===== src/rtl/fp_pkg.sv =====
// Shared constants and types for the FP operand unpacker: precision codes,
// per-format exponent geometry and the packed classification word.
package fp_pkg;

    localparam int XLEN  = 64;
    localparam int EXPW  = 13;
    localparam int MANW  = 53;
    localparam int FRACW = MANW - 1;
    localparam int INFOW = 4 + EXPW;

    typedef enum logic [1:0] {
        PREC_ILL = 2'b00,
        PREC_H   = 2'b01,
        PREC_S   = 2'b10,
        PREC_D   = 2'b11
    } prec_e;

    localparam int EXPW_D = 11;
    localparam int EXPW_S = 8;
    localparam int EXPW_H = 5;

    localparam int BIAS_D = 1023;
    localparam int BIAS_S = 127;
    localparam int BIAS_H = 15;

    localparam logic [EXPW_D-1:0] EMAX_D = 11'h7FF;
    localparam logic [EXPW_D-1:0] EMAX_S = 11'h0FF;
    localparam logic [EXPW_D-1:0] EMAX_H = 11'h01F;

    localparam int INFO_ZERO = 16;
    localparam int INFO_NORM = 15;
    localparam int INFO_INF  = 14;
    localparam int INFO_NAN  = 13;

    typedef struct packed {
        logic            is_zero;
        logic            is_norm;
        logic            is_inf;
        logic            is_nan;
        logic [EXPW-1:0] exp;
    } info_t;

    // Exponent is carried at double width (11 bits) for every format; narrower
    // formats arrive zero-extended, so one classifier serves all three.
    function automatic info_t mk_info(input logic [EXPW_D-1:0] e,
                                      input logic [EXPW_D-1:0] emax,
                                      input logic              frac_nz);
        info_t r;
        r.is_zero = (e == '0) && !frac_nz;
        r.is_norm = (e != '0);
        r.is_inf  = (e == emax) && !frac_nz;
        r.is_nan  = (e == emax) && frac_nz;
        r.exp     = {{(EXPW - EXPW_D){1'b0}}, e};
        return r;
    endfunction

endpackage


===== src/rtl/fp_unpack_pipe_if.sv =====
// Operand-in / classified-result-out bus of the unpacker.
// The slave modport is the pipeline's view; master is the producer/consumer side.
interface fp_unpack_pipe_if;
    import fp_pkg::*;

    logic              in_valid;
    logic              in_ready;
    logic [XLEN-1:0]   in_op;
    logic [1:0]        in_prec;
    logic              out_valid;
    logic              out_ready;
    logic [INFOW-1:0]  out_info;
    logic              out_sign;
    logic [MANW-1:0]   out_mant;
    logic              out_snan;
    logic              out_err;

    modport slave (
        input  in_valid, in_op, in_prec, out_ready,
        output in_ready, out_valid, out_info, out_sign, out_mant, out_snan, out_err
    );

    modport master (
        output in_valid, in_op, in_prec, out_ready,
        input  in_ready, out_valid, out_info, out_sign, out_mant, out_snan, out_err
    );

endinterface


===== src/rtl/fp_classify.sv =====
// Combinational IEEE-754 field extraction and classification for double/single/half.
// Latency: none. Backpressure: n/a (pure function of op/prec).
module fp_classify
    import fp_pkg::*;
(
    input  logic [XLEN-1:0] op_i,
    input  logic [1:0]      prec_i,
    output info_t           info_o,
    output logic            sign_o,
    output logic [MANW-1:0] mant_o,
    output logic            snan_o,
    output logic            err_o
);

    logic [EXPW_D-1:0] e_raw;
    logic [EXPW_D-1:0] emax;
    logic [FRACW-1:0]  frac;
    logic              frac_nz;
    info_t             info_raw;

    // Fraction is left-aligned into 52 bits so its MSB is always frac[FRACW-1].
    always_comb begin
        e_raw  = '0;
        emax   = '0;
        frac   = '0;
        sign_o = 1'b0;
        err_o  = 1'b0;
        case (prec_i)
            PREC_D: begin
                sign_o = op_i[63];
                e_raw  = op_i[62:52];
                emax   = EMAX_D;
                frac   = op_i[51:0];
            end
            PREC_S: begin
                sign_o = op_i[31];
                e_raw  = {{(EXPW_D - EXPW_S){1'b0}}, op_i[30:23]};
                emax   = EMAX_S;
                frac   = {op_i[22:0], 29'b0};
            end
            PREC_H: begin
                sign_o = op_i[15];
                e_raw  = {{(EXPW_D - EXPW_H){1'b0}}, op_i[14:10]};
                emax   = EMAX_H;
                frac   = {op_i[9:0], 42'b0};
            end
            default: err_o = 1'b1;
        endcase
    end

    assign frac_nz  = (frac != '0);
    assign info_raw = mk_info(e_raw, emax, frac_nz);

    // An illegal precision must not look like a zero/inf, so gate the flags.
    always_comb begin
        info_o = info_raw;
        snan_o = info_raw.is_nan && !frac[FRACW-1];
        if (err_o) begin
            info_o = '0;
            snan_o = 1'b0;
        end
    end

    assign mant_o = {e_raw != '0, frac};

endmodule


===== src/rtl/fp_unpack_pipe.sv =====
// Two-stage unpacker: S1 registers the raw operand, S2 registers the classified result.
// Latency: 2 cycles from accepted operand to out_valid; sustains 1 result/cycle.
// Backpressure: in_ready is combinational from stage occupancy and out_ready; S2 holds while stalled.
module fp_unpack_pipe
    import fp_pkg::*;
(
    input  logic               clk,
    input  logic               rst_n,
    input  logic               flush,
    fp_unpack_pipe_if.slave    bus
);

    logic              s1_vld_q, s1_vld_d;
    logic [XLEN-1:0]   s1_op_q;
    logic [1:0]        s1_prec_q;

    logic              s2_vld_q, s2_vld_d;
    info_t             s2_info_q;
    logic              s2_sign_q;
    logic [MANW-1:0]   s2_mant_q;
    logic              s2_snan_q;
    logic              s2_err_q;

    info_t             c_info;
    logic              c_sign;
    logic [MANW-1:0]   c_mant;
    logic              c_snan;
    logic              c_err;

    logic              s1_adv, s2_adv, s1_ld, s2_ld;

    assign s2_adv      = !s2_vld_q || bus.out_ready;
    assign s1_adv      = !s1_vld_q || s2_adv;
    assign bus.in_ready = s1_adv;

    // Flush only kills the valids; data registers keep their contents.
    assign s1_ld = s1_adv && bus.in_valid && !flush;
    assign s2_ld = s2_adv && s1_vld_q && !flush;

    always_comb begin
        s1_vld_d = s1_vld_q;
        s2_vld_d = s2_vld_q;
        if (flush) begin
            s1_vld_d = 1'b0;
            s2_vld_d = 1'b0;
        end else begin
            if (s1_adv) s1_vld_d = bus.in_valid;
            if (s2_adv) s2_vld_d = s1_vld_q;
        end
    end

    fp_classify u_classify (
        .op_i   (s1_op_q),
        .prec_i (s1_prec_q),
        .info_o (c_info),
        .sign_o (c_sign),
        .mant_o (c_mant),
        .snan_o (c_snan),
        .err_o  (c_err)
    );

    always_ff @(posedge clk or negedge rst_n) begin
        if (!rst_n) begin
            s1_vld_q  <= 1'b0;
            s1_op_q   <= '0;
            s1_prec_q <= '0;
            s2_vld_q  <= 1'b0;
            s2_info_q <= '0;
            s2_sign_q <= 1'b0;
            s2_mant_q <= '0;
            s2_snan_q <= 1'b0;
            s2_err_q  <= 1'b0;
        end else begin
            s1_vld_q <= s1_vld_d;
            s2_vld_q <= s2_vld_d;
            if (s1_ld) begin
                s1_op_q   <= bus.in_op;
                s1_prec_q <= bus.in_prec;
            end
            if (s2_ld) begin
                s2_info_q <= c_info;
                s2_sign_q <= c_sign;
                s2_mant_q <= c_mant;
                s2_snan_q <= c_snan;
                s2_err_q  <= c_err;
            end
        end
    end

    assign bus.out_valid = s2_vld_q;
    assign bus.out_info  = s2_info_q;
    assign bus.out_sign  = s2_sign_q;
    assign bus.out_mant  = s2_mant_q;
    assign bus.out_snan  = s2_snan_q;
    assign bus.out_err   = s2_err_q;

endmodule


===== src/flat_wrapper.sv =====
// flat-port wrapper written by rule: the top's interface ports become plain ports
module fp_unpack_pipe_flat import fp_pkg::*;
  (clk, rst_n, flush, bus_in_valid, bus_in_op, bus_in_prec, bus_out_ready, bus_in_ready, bus_out_valid, bus_out_info, bus_out_sign, bus_out_mant, bus_out_snan, bus_out_err);
  fp_unpack_pipe_if bus_i ();
  input  logic clk;
  input  logic rst_n;
  input  logic flush;
  input wire logic [$bits(bus_i.in_valid)-1:0] bus_in_valid;
  input wire logic [$bits(bus_i.in_op)-1:0] bus_in_op;
  input wire logic [$bits(bus_i.in_prec)-1:0] bus_in_prec;
  input wire logic [$bits(bus_i.out_ready)-1:0] bus_out_ready;
  output wire logic [$bits(bus_i.in_ready)-1:0] bus_in_ready;
  output wire logic [$bits(bus_i.out_valid)-1:0] bus_out_valid;
  output wire logic [$bits(bus_i.out_info)-1:0] bus_out_info;
  output wire logic [$bits(bus_i.out_sign)-1:0] bus_out_sign;
  output wire logic [$bits(bus_i.out_mant)-1:0] bus_out_mant;
  output wire logic [$bits(bus_i.out_snan)-1:0] bus_out_snan;
  output wire logic [$bits(bus_i.out_err)-1:0] bus_out_err;
  assign bus_i.in_valid = bus_in_valid;
  assign bus_i.in_op = bus_in_op;
  assign bus_i.in_prec = bus_in_prec;
  assign bus_i.out_ready = bus_out_ready;
  assign bus_in_ready = bus_i.in_ready;
  assign bus_out_valid = bus_i.out_valid;
  assign bus_out_info = bus_i.out_info;
  assign bus_out_sign = bus_i.out_sign;
  assign bus_out_mant = bus_i.out_mant;
  assign bus_out_snan = bus_i.out_snan;
  assign bus_out_err = bus_i.out_err;
  fp_unpack_pipe u_core (.clk(clk), .rst_n(rst_n), .flush(flush), .bus(bus_i));
endmodule

===== config.mk =====
export PLATFORM = sky130hd
export DESIGN_NAME = fp_unpack_pipe_flat
export DESIGN_NICKNAME = d
export VERILOG_FILES = /design/src/rtl/fp_pkg.sv /design/src/rtl/fp_unpack_pipe_if.sv /design/src/rtl/fp_classify.sv /design/src/rtl/fp_unpack_pipe.sv /design/src/flat_wrapper.sv
export SDC_FILE = /design/constraint.sdc
export NUM_CORES = 1
export LEC_CHECK = 0
export CORE_ASPECT_RATIO = 0.7
export CORE_MARGIN = 2
export CORE_UTILIZATION = 40
export CTS_CLUSTER_DIAMETER = 120
export DETAILED_ROUTE_END_ITERATION = 8
export GPL_ROUTABILITY_DRIVEN = 0
export GPL_TIMING_DRIVEN = 0
export PLACE_DENSITY = 0.71
export SLEW_MARGIN = 20
export SYNTH_ARGS = -nofsm -noshare
export SYNTH_HDL_FRONTEND = slang
export SYNTH_SLANG_ARGS = --single-unit

===== constraint.sdc =====
create_clock -name clk -period 1.85 [get_ports clk]
set_input_delay 0.2775 -clock clk [delete_from_list [all_inputs] [get_ports clk]]
set_output_delay 0.2775 -clock clk [all_outputs]
set_load 0.05 [all_outputs]

# == After elaboration in Yosys (flattened, before gate mapping) ==
# Index checks and enable logic that the tools add are counted.
# word_totals
regBits,141
rom_bits,0
ramBits,0
n_memories,0
elab_cells,49
latch_bits,0
# classes
mul,0
n_shift,0
n_bitwise,0
mux,11
eq_ne,4
reduce_logical,21
div,0
magnitude_cmp,0
n_addsub,0
# ops
op,n
case mux 52 bit (3 select lines),1
case mux 11 bit (3 select lines),2
nonzero test 52 bit,1
2-to-1 mux 17 bit,1
equality test 11 bit,1
logical NOT 11 bit,1
nonzero test 11 bit,1
logical AND 1 bit,8
2-to-1 mux 1 bit,6
logical NOT 1 bit,5
"equality test 2 bit, second input constant",2
nonzero test 2 bit,2
case mux 1 bit (3 select lines),1
OR reduction 3 bit,1
"equality test 2 x 1 -> 1 bit, second input constant",1
logical OR 1 bit,2

# == Depth between registers and ports, before layout ==
# Gate-level depths: netlist (run 1).
# depth
depth_word,6
ltp_mapped,9
ltp_nobuf,6

# == Hierarchy ==
# A second synthesis (run 1) with hierarchy kept.
# hier_totals
cells_unflattened,471
hier_area_um2,6648.9
# modules_own_cells
mod,area_per_inst_um2,seq_area_each_um2,cells_each,n_inst
fp_unpack_pipe,5307.6,3528.4,304,1
fp_classify,1341.3,0.0,167,1

# == Worst setup path after synthesis (run 1) ==
# OpenSTA, ideal clock, no wires.
# synth_path
path_kind,register to register
startpoint,reg u_core.s2_vld_q (netlist: u_core.bus.out_valid)
endpoint,reg u_core.s1_op_q[0]
n_path_buf,2
required_ps,1725
t_arrival_ps,2276
period_less_slack_ps,2400
setup_slack_ps,-550
path_stages_with_launch,7
path_cell_list,dfrtp_1 nor2b_1 nand2_1 nand3b_1 buf_2 buf_2 mux2_2
# synth_between
elab_chain_len,5
# synth_rtl
element,line,source
from (decl),fp_unpack_pipe.sv:17,"logic s2_vld_q, s2_vld_d;"
from (signal assigned),fp_unpack_pipe.sv:75,s2_vld_q <= s2_vld_d;
logical NOT 1 bit,fp_unpack_pipe.sv:32,assign s2_adv = !s2_vld_q || bus.out_ready;
logical OR 1 bit,fp_unpack_pipe.sv:32,
logical OR 1 bit,fp_unpack_pipe.sv:33,assign s1_adv = !s1_vld_q || s2_adv;
named net bus_in_ready,flat_wrapper.sv:12,output wire logic [$bits(bus_i.in_ready)-1:0] bus_in_ready;
logical AND 1 bit (2 in a row),fp_unpack_pipe.sv:37,assign s1_ld = s1_adv && bus.in_valid && !flush;
to (signal assigned),fp_unpack_pipe.sv:77,s1_op_q <= bus.in_op;
to (decl),fp_unpack_pipe.sv:14,logic [XLEN-1:0] s1_op_q;
# The timed path passes the listed nets, and every way through them passes these cells.
# A chain may end at the register's enable or synchronous reset.

# == Worst setup path after layout (run 1) ==
# layout_path
startpoint,reg u_core.s1_prec_q[1]
endpoint,reg u_core.s2_snan_q (netlist: u_core.bus.out_snan)
# layout_between
elab_chain_len,6
word_cells_on_any_way,13
cone_classes,eq/ne: 4; mux: 4; reduce/logical: 5
# layout_rtl
element,line,source
from (decl),fp_unpack_pipe.sv:15,logic [1:0] s1_prec_q;
from (signal assigned),fp_unpack_pipe.sv:78,s1_prec_q <= bus.in_prec;
equality test 2 x 1 -> 1 bit or equality test 2 bit (tied branches),fp_classify.sv:28,case (prec_i)
case mux 52 bit (3 select lines) or case mux 11 bit (3 select lines) (tied branches),fp_classify.sv:28,
nonzero test 52 bit or equality test 11 bit (tied branches),"fp_classify.sv:51, fp_pkg.sv:52",
logical AND 1 bit,fp_pkg.sv:52,r.is_nan = (e == emax) && frac_nz;
logical AND 1 bit,fp_classify.sv:57,snan_o = info_raw.is_nan && !frac[FRACW-1];
2-to-1 mux 1 bit *,fp_classify.sv:58,if (err_o) begin
to (signal assigned),fp_unpack_pipe.sv:84,s2_snan_q <= c_snan;
to (decl),fp_unpack_pipe.sv:21,logic s2_snan_q;
# Every way passes the cells marked *; elsewhere a longest branch is shown, timed or not.

==> results of run 1 <==
[flip-flops by register name, summed over array words and instances, names as in the netlist]
signal,flops
u_core.bus.out_err,1
u_core.bus.out_info,15
u_core.bus.out_mant,53
u_core.bus.out_sign,1
u_core.bus.out_snan,1
u_core.bus.out_valid,1
u_core.s1_op_q,64
u_core.s1_prec_q,2
u_core.s1_vld_q,1
[routing by layer]
layer | global-route usage, % | wire length, um
met5 | 0 | 0
met2 | 34.0 | 8070
met4 | 6.06 | 272
met1 | 32.9 | 8120
met3 | 7.12 | 1560
[worst max-delay path by stage]
stage	from	slack, ps	cells past startpoint	to
6_report	u_core.s1_prec_q[1]	-240	8	u_core.bus.out_snan
3_3_place_gp	rst_n	-5160	1	u_core.s1_prec_q[1]
2_1_floorplan	u_core.bus.out_valid	-20	5	u_core.s1_op_q[36]
5_1_grt	u_core.s1_prec_q[0]	-270	8	u_core.bus.out_snan
4_1_cts	u_core.s1_prec_q[0]	-190	7	u_core.bus.out_snan
3_5_place_dp	bus_out_ready	-710	8	u_core.bus.out_mant[36]
[where the power goes]
part | switching, mW | internal [mW] | leakage [nW]
registers | 0.500 | 3.55 | 1.74
clock network | 1.21 | 2.03 | 0.272
logic | 1.99 | 1.17 | 2.21
[final cells by class]
cell class                      instances  area, sq um  area share (%)
Sequential cell                       139         3480            40.5
Multi-Input combinational cell        325         2510            29.2
Timing Repair Buffer                  155         1520            17.7
Clock buffer                           22          464            5.41
Buffer                                 35          264            3.07
Tap cell                              195          244            2.84
Clock inverter                          8         95.1            1.11
Inverter                                2         10.0           0.117
[through the flow]
| step | TNS, ps | cell area, sq um | setup slack (ps) |
|---|---|---|---|
| 2_1_floorplan | -200 | 6040 | -19.0 |
| 3_3_place_gp | -702640 | 7710 | -5160 |
| 3_5_place_dp | -53630 | 7740 | -710 |
| 4_1_cts | -600 | 8450 | -188 |
| 5_1_grt | -1430 | 8590 | -267 |
| 6_report | -1020 | 8590 | -243 |
[kinds of logic after synthesis]
family / Yosys count / share of synthesized area [%]
other: 1 / 0.0626
and+or+nand+nor: 162 / 12.5
muxes: 100 / 18.3
AOI/OAI and AO/OA: 61 / 7.89
DFF: 139 / 58.0
buffers and inverters: 39 / 3.19
[synthesized netlist by cell type, drive strengths merged (2+ instances only)]
library cell	number
dfrtp	139
nor2	11
nand4	2
clkbuf	19
a21oi	7
o21a	2
mux2	73
nand3b	2
nor2b	2
a22o	15
a22oi	2
nor4	9
nor3	6
mux2i	27
nand3	36
nor4b	2
o21ai	7
a32o	2
o31ai	13
o2bb2ai	10
nand2	87
buf	18
inv	2
[what timing repair did]
item,4_1_cts,5_1_grt
hold buffers,1,0
endpoints found under the setup margin,128,87
hold endpoints to repair,69,0
buffers inserted,6,3
pin swaps,9,2
gates cloned,1,0
resized for setup,98,43
==> results.py, run 1 <==
metrics = {
    "layout": {
        "stdcell_count": 881,
        "final_util_pct": 58.5,
        "nets": 746,
        "fill_cells": 1181,
        "antenna_cells": 0,
        "final_layout_size_suffix_gt1_share_pct": 25.8,
        "final_cell_mix": "dfrtp_1 (137), nand2_1 (86), mux2_2 (72), clkdlybuf4s50_1 (70), dlygate4sd2_1 (61)",
        "syn_to_final_growth_pct": 43.3,
        "final_common_cell": "dfrtp_1",
    },
    "sta": {
        "rsz0062_at_grt": "true",
        "drv_slew": 0,
        "max_freq_mhz": 478,
        "setup_viol": 6,
        "clock-skew-final_ps": 6.27,
        "post-route-period-util_pct": 113,
        "tightest_slew_ps": 561,
        "holdWs_ps": 408,
        "slew_headroom_pct": 62.7,
        "min_period_ps": 2090,
        "setup_ws_ps": -243,
        "hold_violations": 0,
    },
    "min_path": {
        "hp-class": "in2async",
    },
    "die": {
        "dieArea_sq_mm": 0.0160,
        "start_util_pct": 40.8,
        "pin_count": 146,
        "core_sq_mm": 0.0147,
        "rows": 37,
        "die_y_um": 106,
        "dieWidth_um": 150,
    },
    "worst_setup_path": {
        "endpoint_kind": "register",
        "rr_worst_depth": 8,
        "crit_fanout": 4,
        "crit_slowest_cell": "dfrtp_2",
        "crit_type": "reg2reg",
        "critPathLaunchType": "register",
        "cp.arrival_ps": 2390,
        "cpLargestDelayFamily": "simple AND/OR/NAND/NOR gates",
        "rrSetupSlack_ps": -240,
        "path_cells": "buf_12, mux2i_2, a21oi_2, nor4_2, buf_4, o2111ai_2, or2_4, a32o_1",
        "cp_slowest_stage_delay_ps": 450,
        "r2r-start": "u_core.s1_prec_q[1]",
        "cp_num_buf_inv": 2,
        "rr_endpoint": "u_core.bus.out_snan",
        "required_ps": 2150,
    },
    "logic_synthesis": {
        "synth.top_cell.area_share_pct": 58.0,
        "synth_edf_count": 0,
        "syn-cell-area_sq_mm": 0.00599,
        "synthCells": 502,
        "async_flop_share_pct": 100,
        "yosys_most_used_dff": "dfrtp_1",
        "synth_area_per_cell_sq_um": 11.9,
        "yosysTopAreaCell": "dfrtp_1",
        "synth_cell_types": 42,
        "yosys-top-cells-area": "dfrtp_1 (58%), mux2_2 (14%), nand2_1 (5.4%)",
        "yosysSeqAreaShare_pct": 58.0,
        "yosysWarnings": 0,
        "ys_ff_latch": 139,
    },
    "placement": {
        "post-dp-hpwl_um": 12800,
        "dp_cells": 842,
        "port_buffers": 143,
    },
    "routing": {
        "drtIter0Drc": 414,
        "via_per_inst": 5.40,
        "postRouteAntennaNets": 0,
        "drc_errors": 0,
        "drt_pass1_iterations": 5,
        "vias": 4759,
        "wl_um": 18000,
        "wire_per_inst_um": 20.5,
    },
    "run": {
        "drv_cap": 0,
    },
    "run_status": {
        "status": "finished with violations",
        "violations": "setup timing",
    },
    "cts": {
        "root_buffer": "clkbuf_16",
        "htree_levels": 4,
        "cts_tree": "done",
        "cts_sinks": 139,
        "cts_buffer_depth": 2,
        "clk_latency_ps": 410,
        "cts_buffers": 17,
        "path_clk_slew_ps": 60,
    },
    "pwr": {
        "power.density_mw_per_mm2": 1220,
        "p_leak_nw": 4.22,
        "totalPowerFinal_mw": 10.4,
        "vdd_drop_max_uv": 658,
    },
    "global_route": {
        "grt_pass1_wl_um": 27200,
        "grt_usage_pct": 23.0,
        "grt_pass1_vias": 4840,
        "grt_overflow": 0,
        "antenna_found_initial": 0,
        "grt_max_degree": 71,
    },
}
(Power assumes the default switching activity.)
==> run 2: changes to the inputs <==
SKIP_CTS_REPAIR_TIMING = 1   (was unset)
==> results.py, run 2 (synthesis gave the netlist of run 1 again) <==
metrics = {
    "run_status": {
        "status": "finished with violations",
        "violations": "setup timing",
    },
    "sta": {
        "post-route-period-util_pct": 111,
        "drv_slew": 0,
        "hold_violations": 0,
        "setup_viol": 7,
        "clock-skew-final_ps": 6.72,
        "max_freq_mhz": 489,
        "setup_ws_ps": -195,
        "setup_tns_ps": -719,
        "slew_headroom_pct": 60.7,
        "rsz0062_at_grt": "true",
        "min_period_ps": 2040,
        "tightest_slew_ps": 588,
    },
    "routing": {
        "vias": 4812,
        "drc_errors": 0,
        "drtIter0Drc": 430,
        "wl_um": 18100,
        "drt_pass1_iterations": 5,
        "wire_per_inst_um": 20.6,
        "postRouteAntennaNets": 0,
        "via_per_inst": 5.47,
    },
    "layout": {
        "design_area_sq_mm": 0.00875,
        "final_layout_size_suffix_gt1_share_pct": 25.4,
        "syn_to_final_growth_pct": 45.9,
        "stdcell_count": 880,
        "final_common_cell": "dfrtp_1",
        "nets": 745,
        "fill_cells": 1130,
        "largest_reg_flops": 64,
        "regMostFlops": "u_core.s1_op_q",
        "final_cell_mix": "dfrtp_1 (136), nand2_1 (86), mux2_2 (72), dlymetal6s2s_1 (72), clkdlybuf4s50_1 (70)",
        "final_util_pct": 59.6,
        "antenna_cells": 0,
    },
    "worst_setup_path": {
        "cp.arrival_ps": 2350,
        "crit_top_cell": "a21oi_1",
        "critPathLaunchType": "register",
        "crit_type": "reg2reg",
        "path_cells": "buf_6, clkbuf_16, nor2_1, a21oi_1, nor4_4, a21oi_1, or2_4, a32o_1",
        "cp_slowest_stage_delay_ps": 370,
        "endpoint_kind": "register",
        "crit_fanout": 8,
        "required_ps": 2150,
        "crit_slowest_cell": "dfrtp_1",
    },
    "global_route": {
        "antenna_found_initial": 0,
        "grtUsageMet3_pct": 6.87,
        "grt_overflow": 0,
        "grt_util_met1_pct": 32.5,
        "grt_util_met2_pct": 33.2,
        "grt_max_degree": 71,
        "grt_usage_pct": 22.6,
        "grt_pass1_wl_um": 26600,
        "busiest_layer": "met2",
        "grt_pass1_vias": 4747,
    },
    "cts": {
        "root_buffer": "clkbuf_16",
        "htree_levels": 4,
        "path_clk_slew_ps": 60,
        "clk_latency_ps": 420,
        "cts_tree": "done",
        "cts_sinks": 139,
        "cts_buffer_depth": 2,
        "cts_buffers": 17,
    },
    "run": {
        "drv_cap": 0,
    },
    "placement": {
        "dp_cells": 842,
        "pre_cts_ws_ps": -710,
        "post-dp-hpwl_um": 12800,
        "port_buffers": 143,
        "placed_area_sq_mm": 0.00774,
    },
    "pwr": {
        "vdd_drop_max_uv": 718,
        "p_leak_nw": 4.91,
        "power.density_mw_per_mm2": 1210,
    },
    "die": {
        "start_util_pct": 40.8,
        "core_sq_mm": 0.0147,
        "dieWidth_um": 150,
        "rows": 37,
        "pin_count": 146,
        "die_y_um": 106,
        "dieArea_sq_mm": 0.0160,
    },
    "min_path": {
        "hp-class": "in2async",
    },
}
[run 2: changes by cell type in the layout (fill, tap and decap cells not counted), sizes merged]
cell          delta
dlygate4sd2     -61
dlymetal6s2s    +61
clkbuf           -1
[run 2: worst paths after layout]
kind | startpoint | endpoint | slack [ps] | depth (start not counted)
worst min-delay path | rst_n | u_core.bus.out_valid | 410 | 2
worst max register to register | u_core.s1_prec_q[0] | u_core.bus.out_snan | -190 | 8
max in group asynchronous | rst_n | u_core.s1_op_q[10] | 700 | 3
worst max-delay path | u_core.s1_prec_q[0] | u_core.bus.out_snan | -190 | 8
min in group clk | u_core.bus.out_mant[4] | u_core.bus.out_mant[4] | 460 | 2
worst min register to register | u_core.bus.out_mant[4] | u_core.bus.out_mant[4] | 460 | 2
[run 2: layer usage]
metal / up-vias / routed length (um)
li1: 2128 / -
met1: 2449 / 8050
met2: 211 / 8120
met3: 24 / 1700
met4: 0 / 235
met5: - / 0
[run 2: where the power goes]
part / switching [mW] / internal (mW) / total, mW / leakage [nW]
clock: 1.21 / 2.03 / 3.24 / 0.272
sequential: 0.501 / 3.55 / 4.05 / 1.74
combinational: 1.97 / 1.29 / 3.26 / 2.90
total: 3.69 / 6.87 / 10.6 / 4.91
[run 2: per-stage QoR]
step                total power, mW  hold WS (ps)
finish                         10.6           414
global route                   10.9           471
CTS                            10.4          -169
detailed placement             7.15           265
global placement               7.08           455
floorplan                      5.89         -18.1
[run 2: layout make-up]
type                            instances  area, sq um  share of cell area (%)
Sequential cell                       139         3480                    39.8
Clock buffer                           22          464                    5.31
Timing Repair Buffer                  154         1740                    19.9
Inverter                                2         10.0                   0.114
Clock inverter                          8         95.1                    1.09
Multi-Input combinational cell        325         2460                    28.1
Tap cell                              195          244                    2.79
Buffer                                 35          253                    2.89
[run 2: critical path, delay by kind of cell, from the launching register on]
| family | cells | cell delay, ps |
|---|---|---|
| compound gates | 3 | 470 |
| buf+inv | 2 | 310 |
| flops | 1 | 370 |
| simple gates | 3 | 770 |
